## src/rtl/fetch_stage_pkg.sv

```systemverilog
// Shared definitions for the instruction fetch stage: reset PC, NOP word,
// opcode field bounds, fetch state encoding and the buffered fetch payload.
package fetch_stage_pkg;

  localparam int unsigned XLEN       = 32;
  localparam int unsigned OPCODE_MSB = 31;
  localparam int unsigned OPCODE_LSB = 26;
  localparam int unsigned OPCODE_W   = OPCODE_MSB - OPCODE_LSB + 1;

  localparam logic [XLEN-1:0] RESET_PC_DEFAULT = 32'h0000_0000;
  localparam logic [XLEN-1:0] NOP_WORD         = 32'h0000_0000;

  typedef enum logic {
    ST_FETCH = 1'b0,
    ST_HOLD  = 1'b1
  } fetch_state_e;

  typedef struct packed {
    logic [XLEN-1:0] instr;
    logic [XLEN-1:0] pc4;
  } fetch_word_t;

  // Sequential PC advance; wraps modulo 2^32.
  function automatic logic [XLEN-1:0] pc_plus4(input logic [XLEN-1:0] pc);
    return pc + XLEN'(4);
  endfunction

endpackage

```

## src/rtl/fetch_stage_if_id_reg.sv

```systemverilog
// IF/ID pipeline register: flush inserts a NOP bubble (pc4 kept), load
// captures a fetched word as valid, otherwise contents are held.
module if_id_reg
  import fetch_stage_pkg::*;
(
  input  logic            clk,
  input  logic            rst,
  input  logic            load_i,
  input  logic            flush_i,
  input  fetch_word_t     word_i,
  output logic [XLEN-1:0] instr_o,
  output logic [XLEN-1:0] pc4_o,
  output logic            valid_o
);

  logic [XLEN-1:0] instr_q, instr_d;
  logic [XLEN-1:0] pc4_q, pc4_d;
  logic            valid_q, valid_d;

  always_comb begin
    instr_d = instr_q;
    pc4_d   = pc4_q;
    valid_d = valid_q;
    if (flush_i) begin
      instr_d = NOP_WORD;
      valid_d = 1'b0;
    end else if (load_i) begin
      instr_d = word_i.instr;
      pc4_d   = word_i.pc4;
      valid_d = 1'b1;
    end
  end

  always_ff @(posedge clk or posedge rst) begin
    if (rst) begin
      instr_q <= NOP_WORD;
      pc4_q   <= '0;
      valid_q <= 1'b0;
    end else begin
      instr_q <= instr_d;
      pc4_q   <= pc4_d;
      valid_q <= valid_d;
    end
  end

  assign instr_o = instr_q;
  assign pc4_o   = pc4_q;
  assign valid_o = valid_q;

endmodule

```

## src/rtl/fetch_stage.sv

```systemverilog
// Instruction fetch stage: PC, one-word skid buffer for stalled acks,
// FETCH/HOLD control and the IF/ID register feeding decode.
module fetch_stage
  import fetch_stage_pkg::*;
#(
  parameter logic [XLEN-1:0] RESET_PC = RESET_PC_DEFAULT
) (
  input  logic                clk,
  input  logic                rst,
  output logic                imem_req,
  output logic [XLEN-1:0]     imem_addr,
  input  logic                imem_ack,
  input  logic [XLEN-1:0]     imem_rdata,
  input  logic                stall,
  input  logic                branch_taken,
  input  logic [XLEN-1:0]     branch_target,
  output logic [XLEN-1:0]     if_id_instr,
  output logic [XLEN-1:0]     if_id_pc4,
  output logic                if_id_valid,
  output logic [OPCODE_W-1:0] opcode
);

  fetch_state_e    state_q;
  logic            req_q;
  logic [XLEN-1:0] pc_q;
  fetch_word_t     buf_q;

  logic            load_c;
  logic            flush_c;
  fetch_word_t     word_c;
  logic [XLEN-1:0] pc4_c;
  logic [1:0]      tgt_lsb_unused;

  assign pc4_c          = pc_plus4(pc_q);
  assign tgt_lsb_unused = branch_target[1:0];

  // IF/ID control; a redirect squashes whatever else happens this cycle.
  always_comb begin
    load_c  = 1'b0;
    flush_c = 1'b0;
    word_c  = '{instr: imem_rdata, pc4: pc4_c};
    if (branch_taken) begin
      flush_c = 1'b1;
    end else begin
      unique case (state_q)
        ST_FETCH: begin
          if (imem_ack && !stall) begin
            load_c = 1'b1;
          end else if (!imem_ack && !stall) begin
            flush_c = 1'b1;
          end
        end
        ST_HOLD: begin
          if (!stall) begin
            load_c = 1'b1;
            word_c = buf_q;
          end
        end
        default: ;
      endcase
    end
  end

  always_ff @(posedge clk or posedge rst) begin
    if (rst) begin
      state_q <= ST_FETCH;
      req_q   <= 1'b1;
      pc_q    <= RESET_PC;
      buf_q   <= '0;
    end else if (branch_taken) begin
      state_q <= ST_FETCH;
      req_q   <= 1'b1;
      pc_q    <= {branch_target[XLEN-1:2], 2'b00};
      buf_q   <= '0;
    end else begin
      unique case (state_q)
        ST_FETCH: begin
          if (imem_ack) begin
            pc_q <= pc4_c;
            if (stall) begin
              buf_q   <= '{instr: imem_rdata, pc4: pc4_c};
              state_q <= ST_HOLD;
              req_q   <= 1'b0;
            end
          end
        end
        ST_HOLD: begin
          if (!stall) begin
            state_q <= ST_FETCH;
            req_q   <= 1'b1;
          end
        end
        default: begin
          state_q <= ST_FETCH;
          req_q   <= 1'b1;
        end
      endcase
    end
  end

  if_id_reg u_if_id_reg (
    .clk     (clk),
    .rst     (rst),
    .load_i  (load_c),
    .flush_i (flush_c),
    .word_i  (word_c),
    .instr_o (if_id_instr),
    .pc4_o   (if_id_pc4),
    .valid_o (if_id_valid)
  );

  assign imem_req  = req_q;
  assign imem_addr = pc_q;
  assign opcode    = if_id_instr[OPCODE_MSB:OPCODE_LSB];

endmodule

```

## config.mk

```make
export PLATFORM = sky130hd
export DESIGN_NAME = fetch_stage
export DESIGN_NICKNAME = d
export VERILOG_FILES = /design/src/rtl/fetch_stage_pkg.sv /design/src/rtl/fetch_stage_if_id_reg.sv /design/src/rtl/fetch_stage.sv
export SDC_FILE = /design/constraint.sdc
export NUM_CORES = 1
export LEC_CHECK = 0
export CORE_MARGIN = 10
export CORE_UTILIZATION = 45
export DETAILED_ROUTE_END_ITERATION = 8
export PLACE_DENSITY = 0.72
export SYNTH_ARGS = -nofsm -noshare
export SYNTH_HDL_FRONTEND = slang
export SYNTH_SLANG_ARGS = --single-unit
```

## constraint.sdc

```tcl
create_clock -name clk -period 13.64 [get_ports clk]
set_input_delay 2.728 -clock clk [delete_from_list [all_inputs] [get_ports clk]]
set_output_delay 2.728 -clock clk [all_outputs]
set_load 0.1 [all_outputs]
```

==> results of run 1 <==
cell type report:
cell class                 count  area (um2)
multi-input combinational    488        3057
clock inverter                15       198.9
inverter                       3       16.27
timing repair buffer         176        1737
clock buffer                  17       425.4
sequential                   161        4030
tap                          216       270.3
fill                        1328        6208
critical path, cell delays in order:
cell and delay (ns):
buf_2 0.74, nor2_1 0.26, nand2_2 0.13, buf_4 0.52
nand2_1 0.60, o21ai_0 0.34
power groups by stage:
stage	Combinational (uW)	Clock, uW	Sequential [uW]
floorplan	92.2	0	775
global placement	420	0	562
detailed placement	423	0	564
CTS	425	513	556
global route	441	529	561
finish	421	506	556
how the worst max path moves through the flow:
stage,startpoint,to,slack [ns],cells past startpoint
final,branch_taken,u_if_id_reg.pc4_o[19],8.61,6
after global routing,branch_taken,u_if_id_reg.pc4_o[22],8.29,6
after CTS,branch_taken,u_if_id_reg.pc4_o[19],8.61,6
after detailed placement,branch_taken,u_if_id_reg.pc4_o[19],8.14,6
after global placement,branch_taken,u_if_id_reg.pc4_o[26],8.27,6
after floorplan,rst,buf_q[0],6.57,1
cell usage in the layout, fill, tap and decap left out, drive strengths merged, types with 2 or more instances in the layout:
cell / Yosys / routed
conb: 1 / 2
and2: 4 / 4
nor3: 5 / 5
nand3: 12 / 12
xnor2: 21 / 21
or2: 2 / 2
a22o: 35 / 35
clkbuf: 40 / 17
nand2b: 2 / 2
dfrtp: 160 / 160
a22oi: 21 / 21
mux2i: 33 / 33
clkdlybuf4s50: 0 / 167
buf: 20 / 9
o21ai: 121 / 121
nor2: 17 / 17
and3: 6 / 6
inv: 3 / 9
xor2: 36 / 36
and4: 3 / 3
nand2: 124 / 124
bufinv: 0 / 3
clkinv: 0 / 5
nor4: 8 / 8
nor2b: 2 / 2
a21oi: 10 / 10
a21o: 4 / 4
nand4: 17 / 17
state kept, by name, indices dropped and copies added (netlist names):
signal,flops
buf_q,64
imem_addr,30
imem_req,1
state_q,1
u_if_id_reg.instr_o,32
u_if_id_reg.pc4_o,32
u_if_id_reg.valid_o,1
logic make-up (layout without fill, tap and decap cells):
group / after synthesis / in the layout
AOI/OAI and AO/OA: 192 / 192
xor gates and xnor gates: 57 / 57
muxes: 33 / 33
and+or+nand+nor: 203 / 203
DFF: 161 / 161
buffers and inverters: 63 / 211
adders and majority gates: 1 / 1
other: 1 / 2
metal layers:
layer  wire, um  track usage  vias up
met5          0            0        -
met4        227      0.05500        0
li1           -            -     2751
met1       8914       0.2376     2821
met2       9044       0.2822      211
met3       1673      0.06532       18
through the flow:
step	total power, uW	std cells	instance area, um2
3_3_place_gp	981.7	1044	9110
3_5_place_dp	987.4	1044	9110
4_1_cts	1494	1076	9734
5_1_grt	1531	1076	9734
6_report	1483	1076	9734
2_1_floorplan	867.7	712	7347
cell usage after synthesis (all sizes together) (2+ instances only):
master	n	area, um2
xor2	36	315.3
inv	3	11.26
a22o	35	306.5
nor2	17	63.81
o21ai	121	605.6
buf	20	118.9
a21oi	10	53.80
xnor2	21	183.9
and4	3	26.28
and3	6	37.54
nand2b	2	12.51
dfrtp	160	4004
nor3	5	36.29
nand3	12	85.08
a22oi	21	157.7
or2	2	15.02
a21o	4	30.03
clkbuf	40	156.4
and2	4	25.02
nand4	17	133.9
nor2b	2	12.51
nand2	124	465.5
mux2i	33	330.3
nor4	8	98.85
==> metrics.txt, run 1 <==
Core ar.=15940 um2; Post-synth EDFFs=0; cell area after synthesis=7343 um2; critical path startpoint category=input port; setup tns final=0 ns; DP Worst Slack=8.143 ns; Antenna Nets Post-Route=0; FF-to-FF Start=imem_addr[2]; initial core utilization=0.4606; R2R setup slack=11.40 ns; reg-to-reg endpoint=buf_q[24]; Root Driver=clkbuf_16; vias in the first global route=6109; clock-pin slew on the worst setup and hold paths=0.06 ns; hold wc startpoint=buf_q[10]; Die Ht=147.7 um; type of destination of the critical path=flop; Crit Path Max Fanout=66; via count=5801; Primary FF master, synth=dfrtp_1; H-tree lvl count=4; worst-skew pair later-pin latency=0.43 ns; Flop pwr share=0.375; PwrDens=152.3 nW/um2; postcts setup bufs=0; asr flop ratio synth=1.000; synthesis-stage register bit count=161; share of post-route cells with drive strength above 1=0.07093; Reg2Reg Depth=6; cts hold-fix bufs=0; Synth cell types=41; largest net degree at the start of global routing=102; Max Slew Vio Count=0; crit path kind=input port to flop; global-route wire length before repair=32700 um; XOR/XNOR Fraction of Synth Area=0.06798; maximum vdd drop=100.5 uV; outcome=complete, no violations; Hold Path End=buf_q[10]; grt ovf=0; clk sinks=161; Routability Congestion=0.8341; sequential cell area fraction in the yosys report=0.5488; ANT cells=0; period utilization=0.3684; final design utilization=0.6106; Post-Synth Simple-Gate Area=0.1390; adder-cell share of the synthesized area=0.001704; f_max=0.1990 GHz; switching pwr=568.2 uW; Total GRT Usage=0.1833; main combinational cell family by area after synthesis=compound AO/OA/AOI/OAI gates; Setup Skew=0.007615 ns; Max clock buf depth=2; nets=917; actual slew at the worst max-slew pin=1.057 ns; Area growth, synth to finish=32.56%; WL final=19860 um; Yosys warning total=0; initial DRC count=289; Worst EP required=13.97 ns; IO Port Bufs=168; post_cts resized=0; Vias/cell=5.391; share of power burned in combinational logic=0.284; CTS tree=built; syn_area_per_cell=10.33 um2; Max Cap Viol=0; die extent in x=147.7 um; drt first pass iters=4; Final Critical Period=5.025 ns; clock group share of total power=0.341; row count=46; number of antenna violations at the first check in global routing=0; die area=21830 um2; Hold Path Class=flop to flop; Fin Hold WS=0.4775 ns; wire per inst=18.46 um; RSZ-0062 raised after global routing=no; Max transition margin=0.2933; Final Hold Viols=0; Mapped Cells=711; mux cell area share after synthesis=0.04498; CP arrival=5.36 ns; CTS Buf Count=17; post-synthesis compound-gate area fraction=0.1579; WHS Path Cells=2; internal power=914.7 uW; I/O pin cnt=173; post-route worst setup slack=8.615 ns; # setup viols final=0; Residual DRC=0; Post-DP HPWL=13570 um; switching share of power=0.3832; Leakage=0.004273 uW
No activity file was read; power rests on OpenSTA's default activity.
==> run 2: changes to the inputs <==
PLACE_DENSITY = 0.75   (was 0.72)
clock period = 4.3 ns   (was 13.64 ns; I/O delays follow)
==> run 2 against run 1 <==
  * Hold slack worse by 0.0028 ns
  * Cell area is 0.48% higher
  * Via count is 2.5% lower
  * Count of clock-buffer cells in the layout is 5 higher
  * Clock skew is 0.0020 ns higher
  * Core utilization is 0.29 points higher
  * Setup slack worse by 7.4 ns
  * Sequential share of layout area is 0.20 points lower
==> metrics.txt, run 2 (same netlist as run 1, synthesis figures left out) <==
outcome=complete, no violations; most common cell after layout, fill and taps aside=clkdlybuf4s50_1; RSZ-0062 raised after global routing=no; switching pwr=1721 uW; PwrDens=480.1 nW/um2; internal power=2975 uW; # setup viols final=0; Max Slew Vio Count=0; CP arrival=2.19 ns; row count=46; most frequent cells in the layout=clkdlybuf4s50_1, dfrtp_1, nand2_1; Residual DRC=0; Antenna Nets Post-Route=0; Core ar.=15940 um2; register area=4030 um2; global-route wire length before repair=31640 um; Leakage=0.004289 uW; IO Port Bufs=168; die area=21830 um2; clock-pin slew on the worst setup and hold paths=0.06 ns; Setup Skew=0.009612 ns; Final Critical Period=3.055 ns; crit path kind=flop to output port; post_cts resized=0; Final Hold Viols=0; largest net degree at the start of global routing=79; Vias/cell=5.252; grt ovf=0; Hold Path Class=flop to flop; vias in the first global route=5842; f_max=0.3274 GHz; I/O pin cnt=173; Fin Hold WS=0.4746 ns; cells along the critical path=clkdlybuf4s50_1; Post-DP HPWL=13240 um; clk sinks=161; Crit Path Max Fanout=8; Slowest-stage cell, CP=clkdlybuf4s50_1; cts hold-fix bufs=0; via count=5656; type of destination of the critical path=output port; actual slew at the worst max-slew pin=1.157 ns; initial DRC count=288; Routability Congestion=0.8236; fill count=1378; crit-path max cell delay=1.22 ns; Area growth, synth to finish=33.19%; Flop pwr share=0.375; Die Ht=147.7 um; multi-input logic area=3057 um2; postcts setup bufs=0; share of power burned in combinational logic=0.285; CTS Buf Count=17; die extent in x=147.7 um; period utilization=0.7104; H-tree lvl count=4; Finished Layout Cells=1077; setup tns final=0 ns; worst-skew pair later-pin latency=0.42 ns; clock group share of total power=0.340; number of antenna violations at the first check in global routing=0; Max clock buf depth=2; Reg with most FFs=buf_q; Finished Cell Area=9781 um2; ANT cells=0; wire per inst=17.95 um; placed cell area=9161 um2; Root Driver=clkbuf_16; initial core utilization=0.4606; Worst EP required=3.44 ns; switching share of power=0.3665; critical path startpoint category=flop; Max transition margin=0.2257; maximum vdd drop=299.5 uV; Max Cap Viol=0; CP delay by family, top=buffers and inverters; WL final=19330 um; CP Buf/Inv Count=1; drt first pass iters=4; share of post-route cells with drive strength above 1=0.06852; Total GRT Usage=0.1795; nets=919; placed insts=1046; Largest register FFs=64; CTS tree=built
run 2: tightest hold or removal path, stage by stage, from the launching register on:
cell and delay [ns]:
dfrtp_1 0.34, nand2_1 0.04, o21ai_0 0.06
run 2: worst paths after layout:
| path | slack, ns | start | endpoint | cells after the start |
|---|---|---|---|---|
| min | 0.47 | u_if_id_reg.instr_o[11] | u_if_id_reg.instr_o[11] | 2 |
| max in group asynchronous | 2.63 | rst | u_if_id_reg.pc4_o[1] | 3 |
| max | 1.25 | imem_addr[14] | imem_addr[14] | 1 |
| max reg2reg | 2.00 | state_q | u_if_id_reg.pc4_o[26] | 4 |
| min in group asynchronous | 0.87 | rst | u_if_id_reg.pc4_o[6] | 2 |
| min reg2reg | 0.47 | u_if_id_reg.instr_o[11] | u_if_id_reg.instr_o[11] | 2 |
run 2: power groups by stage:
stage          clock, uW  sequential (uW)  combinational (uW)
2_1_floorplan          0             2460                 293
3_3_place_gp           0             1780                1340
3_5_place_dp           0             1790                1350
4_1_cts             1620             1760                1350
5_1_grt             1690             1780                1400
6_report            1600             1760                1340
run 2: through the flow:
stage,worst slack [ns],total power (uW),utilization
floorplan,1.398,2753,-
global placement,1.120,3122,0.5746
detailed placement,1.119,3135,0.5746
CTS,1.217,4736,0.6135
global route,1.172,4872,0.6135
finish,1.245,4696,0.6135
run 2: area by class of cell:
type | instances | share of cell area
Timing Repair Buffer | 178 | 0.1829
Multi-Input combinational cell | 488 | 0.3125
Sequential cell | 161 | 0.4121
Clock buffer | 22 | 0.04746
Clock inverter | 9 | 0.01586
Tap cell | 216 | 0.02763
Inverter | 3 | 0.001535
run 2: layer usage:
metal	part of all wire	track usage	up-vias
li1	-	-	2748
met1	0.45	0.2310	2710
met2	0.45	0.2771	180
met3	0.079	0.06807	18
met4	0.013	0.04955	0
met5	0	0	-
